--- config.mk ---
export PLATFORM = sky130hd
export DESIGN_NAME = sigma_delta_decimator
export DESIGN_NICKNAME = d
export VERILOG_FILES = /design/src/rtl/sigma_delta_decimator.sv
export SDC_FILE = /design/constraint.sdc
export NUM_CORES = 1
export LEC_CHECK = 0
export BUFFER_PORTS_ARGS = -buffer_cell sky130_fd_sc_hd__buf_2
export CORE_MARGIN = 5
export CORE_UTILIZATION = 58
export CTS_CLUSTER_DIAMETER = 40
export DETAILED_ROUTE_END_ITERATION = 12
export PLACE_DENSITY = 0.91
export SYNTH_ARGS = -nofsm -noshare
export SYNTH_HDL_FRONTEND = slang
export SYNTH_SLANG_ARGS = --single-unit
--- constraint.sdc ---
create_clock -name clk -period 5.12 [get_ports clk]
set_input_delay 1.28 -clock clk [delete_from_list [all_inputs] [get_ports clk]]
set_output_delay 1.28 -clock clk [all_outputs]
set_load 0.05 [all_outputs]
--- src/rtl/sigma_delta_decimator.sv ---
// sigma_delta_decimator
// Counts ones of a 1-bit sigma-delta stream over back-to-back windows of
// 2**DECIM_LOG2 enabled cycles and publishes the scaled, saturated count on a
// valid/ready port. A result that is overwritten before acceptance sets a
// sticky overrun flag.
module sigma_delta_decimator #(
  parameter int VALUE_WIDTH = 8,
  parameter int DECIM_LOG2  = VALUE_WIDTH
) (
  input  logic                   clk,
  input  logic                   reset,
  input  logic                   enable,
  input  logic                   sigma_delta,
  output logic [VALUE_WIDTH-1:0] out_value,
  output logic                   out_valid,
  input  logic                   out_ready,
  output logic                   overrun
);

  // The window must hold at least 2**VALUE_WIDTH samples so the right shift
  // below never has a negative amount.
  if (DECIM_LOG2 < VALUE_WIDTH) begin : g_param_check
    $error("sigma_delta_decimator: DECIM_LOG2 must be >= VALUE_WIDTH");
  end

  localparam int                    SHIFT    = DECIM_LOG2 - VALUE_WIDTH;
  localparam logic [DECIM_LOG2-1:0] CNT_LAST = {DECIM_LOG2{1'b1}};
  localparam logic [DECIM_LOG2-1:0] CNT_ONE  = DECIM_LOG2'(1'b1);

  // Clamp the scaled count into VALUE_WIDTH bits; only a window of all ones
  // can exceed the range (total = 2**DECIM_LOG2).
  function automatic logic [VALUE_WIDTH-1:0] saturate(input logic [DECIM_LOG2:0] scaled);
    logic [VALUE_WIDTH-1:0] res;
    if (|scaled[DECIM_LOG2:VALUE_WIDTH]) begin
      res = {VALUE_WIDTH{1'b1}};
    end else begin
      res = scaled[VALUE_WIDTH-1:0];
    end
    return res;
  endfunction

  logic [DECIM_LOG2-1:0]  win_cnt_r;
  logic [DECIM_LOG2:0]    acc_r;
  logic [VALUE_WIDTH-1:0] result_r;
  logic                   valid_r;
  logic                   overrun_r;

  logic                   window_last_s;
  logic [DECIM_LOG2:0]    total_s;
  logic [DECIM_LOG2:0]    scaled_s;
  logic [VALUE_WIDTH-1:0] result_sat_s;
  logic                   accept_s;
  logic                   overrun_hit_s;

  // Window completion detection, count scaling and handshake decode.
  always_comb begin
    window_last_s = 1'b0;
    total_s       = acc_r + {{DECIM_LOG2{1'b0}}, sigma_delta};
    scaled_s      = total_s >> SHIFT;
    result_sat_s  = saturate(scaled_s);
    accept_s      = valid_r & out_ready;
    overrun_hit_s = 1'b0;
    if (enable && (win_cnt_r == CNT_LAST)) begin
      window_last_s = 1'b1;
      overrun_hit_s = valid_r & ~out_ready;
    end else begin
      window_last_s = 1'b0;
      overrun_hit_s = 1'b0;
    end
  end

  // Window position and ones accumulator; a disabled cycle discards the
  // partial window so re-enable always starts a fresh one.
  always_ff @(posedge clk) begin
    if (reset) begin
      win_cnt_r <= {DECIM_LOG2{1'b0}};
      acc_r     <= {(DECIM_LOG2+1){1'b0}};
    end else if (enable) begin
      win_cnt_r <= win_cnt_r + CNT_ONE;
      if (window_last_s) begin
        acc_r <= {(DECIM_LOG2+1){1'b0}};
      end else begin
        acc_r <= total_s;
      end
    end else begin
      win_cnt_r <= {DECIM_LOG2{1'b0}};
      acc_r     <= {(DECIM_LOG2+1){1'b0}};
    end
  end

  // Result register, valid flag and sticky overrun; a completion always wins
  // over a same-cycle acceptance so the newest result is never lost.
  always_ff @(posedge clk) begin
    if (reset) begin
      result_r  <= {VALUE_WIDTH{1'b0}};
      valid_r   <= 1'b0;
      overrun_r <= 1'b0;
    end else if (window_last_s) begin
      result_r  <= result_sat_s;
      valid_r   <= 1'b1;
      overrun_r <= overrun_r | overrun_hit_s;
    end else if (accept_s) begin
      result_r  <= result_r;
      valid_r   <= 1'b0;
      overrun_r <= overrun_r;
    end else begin
      result_r  <= result_r;
      valid_r   <= valid_r;
      overrun_r <= overrun_r;
    end
  end

  assign out_value = result_r;
  assign out_valid = valid_r;
  assign overrun   = overrun_r;

endmodule

* Yosys cells after proc, flatten, opt, wreduce, memory -nomap -nowiden *
Index checks and enable logic that the tools add are counted.
W data, S select, Z words.

word-level totals
  bits in registers = 27
  input bits = 5
  output and inout bits = 10
  word-level logic and storage cells = 22

operators by class
  add/subtract/negate cells = 2
  equality and inequality tests = 1
  muxes and demuxes = 5
  bitwise operators = 5
  reduce and logical (&&, ||, !) cells = 4

operator list
  kind                   count
  $add A9 B1 Y9          1
  $add A8 B1 Y8 const B  1
  $eq A8 B8 Y1 const B   1
  $mux W8                1
  $mux W1                4
  $reduce_or A3 Y1       1
  $and A1 B1 Y1          2
  $not A1 Y1             2
  $reduce_bool A2 Y1     1
  $reduce_or A2 Y1       1
  $logic_and A1 B1 Y1    1
  $or A1 B1 Y1           1

* Depth between registers and ports, before layout *
  depth in word-level cells = 4
  gate-level depth with buffers = 7
  depth with buffers taken out = 6

* Least setup slack after synthesis *
OpenSTA, ideal clock, no wires.

  kind = input -> register
  from = in sigma_delta
  to = reg result_r[0] (netlist: out_value[0])
  setup time = 0.081 ns
  arrival time = 2.546 ns
  setup slack = 2.494 ns
  cell stages on the path = 7
  buffers on the path = 1
  path through = ha_1 -> ha_1 -> nand3_1 -> or3_1 -> and3_1 -> buf_6 -> a211oi_2

on the way
  cells in the longest elaborated chain, start to end = 2

RTL lines
  item                    RTL line  text
  start: declaration      13        input logic sigma_delta,
  $add A9 B1 Y9           58        total_s = acc_r + {{DECIM_LOG2{1'b0}}, sigma_delta};
  $mux W8                 34        if (|scaled[DECIM_LOG2:VALUE_WIDTH]) begin
  end signal: assignment  95        result_r <= {VALUE_WIDTH{1'b0}};
  end signal: assignment  99        result_r <= result_sat_s;
  end signal: assignment  103       result_r <= result_r;
  end: declaration        44        logic [VALUE_WIDTH-1:0] result_r;

No other way between the ends.
A chain may end at the register's enable or synchronous reset.

* Worst setup path in the final report *
  from = in enable
  to = reg result_r[2] (netlist: out_value[2])

on the way
  cells in the longest elaborated chain, start to end = 2

RTL lines
  item                 RTL line  text
  start: declaration   12        input logic enable,
  $logic_and A1 B1 Y1  63        if (enable && (win_cnt_r == CNT_LAST)) begin
  $mux W1              63

No other way between the ends.

==> out/qor.txt <==
VDD IR max - 224 uV
Syn_nets - 121
Area leader, netlist - dfxtp_1
WL/cell - 13.4 um
Commonest non-fill, non-tap cell in the layout - dfxtp_1
Fin Clk Skew - 0.00138 ns
Final core occ - 0.670
RSZ-0062 raised after global routing - no
Clock sinks - 27
Register area - 541 um2
Fraction of layout cells with a size suffix above 1 - 0.214
Initial Utilization - 0.612
Global-route wire length before repair - 3450 um
ANT cells - 0
Gr ovfl total - 0
Worst-Margin Slew - 1.18 ns
Met3 GRT Util - 0.0366
Sw Pwr - 0.0684 mW
Area of the multi-input gates - 485 um2
Core Area - 1750 um2
Post-synth top area share - 0.506
Ys Warns - 0
HP Class - reg2reg
Crit start category - input port
Crit path DAT - 3.04 ns
Most frequent cells in the layout - dfxtp_1, nor2_1, buf_2, a211oi_2, nand3_1
Fill cell count - 130
Longest Clk Path Bufs - 2
Slew headroom - 0.206
Pins over their slew limit - 0
Total power - 0.312 mW
CP required - 5.33 ns
Static leakage - 0.444 nW
CTS root buffer - clkbuf_4
Netlist Area Pre-Place - 1070 um2
CP Max Fanout - 12
FMAX - 354 MHz
Via Count - 834
Worst skew pair latency - 0.32 ns
Post-CTS setup repair buffer count - 0
Synth cell types - 22
Input/output buffers - 14
Clk pwr share - 0.289
# hold bufs at CTS - 0
Internal cell power - 0.244 mW
Die width - 52.9 um
Largest net degree at the start of global routing - 16
Sequential power share - 0.680
CTS tree - done
Fin crit period - 2.83 ns
Post-route ant nets - 0
Setup CP Type - in2reg
Worst slack at placement - 1.94 ns
Fin nets - 135
Setup TNS - 0 ns
Htree depth - 1
HPWL Detailed - 1530 um
Overall Global Routing Usage - 0.171
Die area - 2800 um2
Iter 0 DRT Violations - 11
CTS-repair resized insts - 0
Residual DRC - 0
Grt met2 use - 0.283
PnR worst setup slack - 2.29 ns
Clock transition at the registers of the reported paths - 0.14 ns
Number of max-cap violations - 0
Area Growth Syn to Fin - 9.48%
Top Ports - 15
Sequential element share of the synthesized area - 0.506
Initial antenna violation count - 0
Gpl congestion - 0.877
Routed wire length - 2030 um
Synth area leaders - dfxtp_1, a211oi_2, nor2_1
Status - finished clean
Sw frac - 0.219
Final period utilization - 0.552
CTS Buf Count - 3
Type of destination of the critical path - flip-flop
Syn Area/Cell - 9.46 um2
Vias in the first global route - 801
Drt first pass iters - 4
Power Dens Cells - 267 nW/um2
Synth Register Bits - 27
Via-to-Cell Ratio - 5.52
Die height - 52.9 um
FP Rows - 15
Endpoints failing setup - 0
Synth Instances - 113
Comb pwr share - 0.031
Met1 usage in global routing - 0.198
Final hold vios - 0
GR peak layer - met2
-- state kept, by name, summed over array words and instances, names as in the netlist --
signal	count
acc_r	9
win_cnt_r	8
overrun	1
out_valid	1
out_value	8
-- routing by layer --
layer	wire, um	vias to the layer above
li1	-	406
met1	869	393
met2	989	28
met3	114	7
met4	55	0
met5	0	-
-- power by group through the flow --
stage	Sequential [mW]	Clock [mW]	Combinational (mW)
2_1_floorplan	0.217	0	0.00673
3_3_place_gp	0.217	0	0.00901
3_5_place_dp	0.217	0	0.00972
4_1_cts	0.212	0.0901	0.00978
5_1_grt	0.213	0.101	0.0110
6_report	0.212	0.0902	0.00970
-- area by class of cell --
type | count | area share
Inverter | 4 | 0.0128
Clock buffer | 3 | 0.0193
Timing Repair Buffer | 14 | 0.0599
Tap cell | 25 | 0.0267
Clock inverter | 1 | 0.00428
Multi-Input combinational cell | 77 | 0.415
Sequential cell | 27 | 0.462
-- worst paths after layout --
| check | depth (start not counted) | end | slack [ns] | start |
|---|---|---|---|---|
| max | 5 | out_value[2] | 2.29 | enable |
| min reg2reg | 1 | win_cnt_r[0] | 0.47 | win_cnt_r[0] |
| max reg2reg | 5 | out_value[2] | 2.64 | win_cnt_r[0] |
| min | 1 | win_cnt_r[0] | 0.47 | win_cnt_r[0] |
-- synth_stat cells (all sizes together) --
| cell | n |
|---|---|
| a21oi | 5 |
| nand3 | 7 |
| or3 | 4 |
| or2 | 1 |
| xnor2 | 4 |
| o21ai | 4 |
| dfxtp | 27 |
| nand2b | 1 |
| nand4 | 2 |
| xor2 | 5 |
| and3 | 2 |
| nor3 | 1 |
| nor2 | 25 |
| inv | 4 |
| nand2 | 4 |
| clkbuf | 3 |
| buf | 2 |
| ha | 3 |
| a31oi | 1 |
| a211oi | 8 |
-- cell families (layout without fill, tap and decap cells) --
family	Yosys count	after routing	synth area share
AOI/OAI and AO/OA	18	18	0.142
xor gates and xnor gates	9	9	0.0738
adders and majority gates	3	3	0.0351
buffers and inverters	9	22	0.0398
DFF	27	27	0.506
and+or+nand+nor	47	47	0.204
-- through the flow --
step,area (um2),instances,hold WS [ns]
after floorplan,1070,113,0.418
after global placement,1140,147,0.428
after detailed placement,1140,147,0.445
after CTS,1170,151,0.477
after global routing,1170,151,0.500
final,1170,151,0.471
-- critical path, stage by stage --
cell      delay [ns]
buf_2           0.09
nand2_1         0.06
nor3_1          0.90
and3_1          0.58
a211oi_2        0.13
No activity file was read; power rests on OpenSTA's default activity.
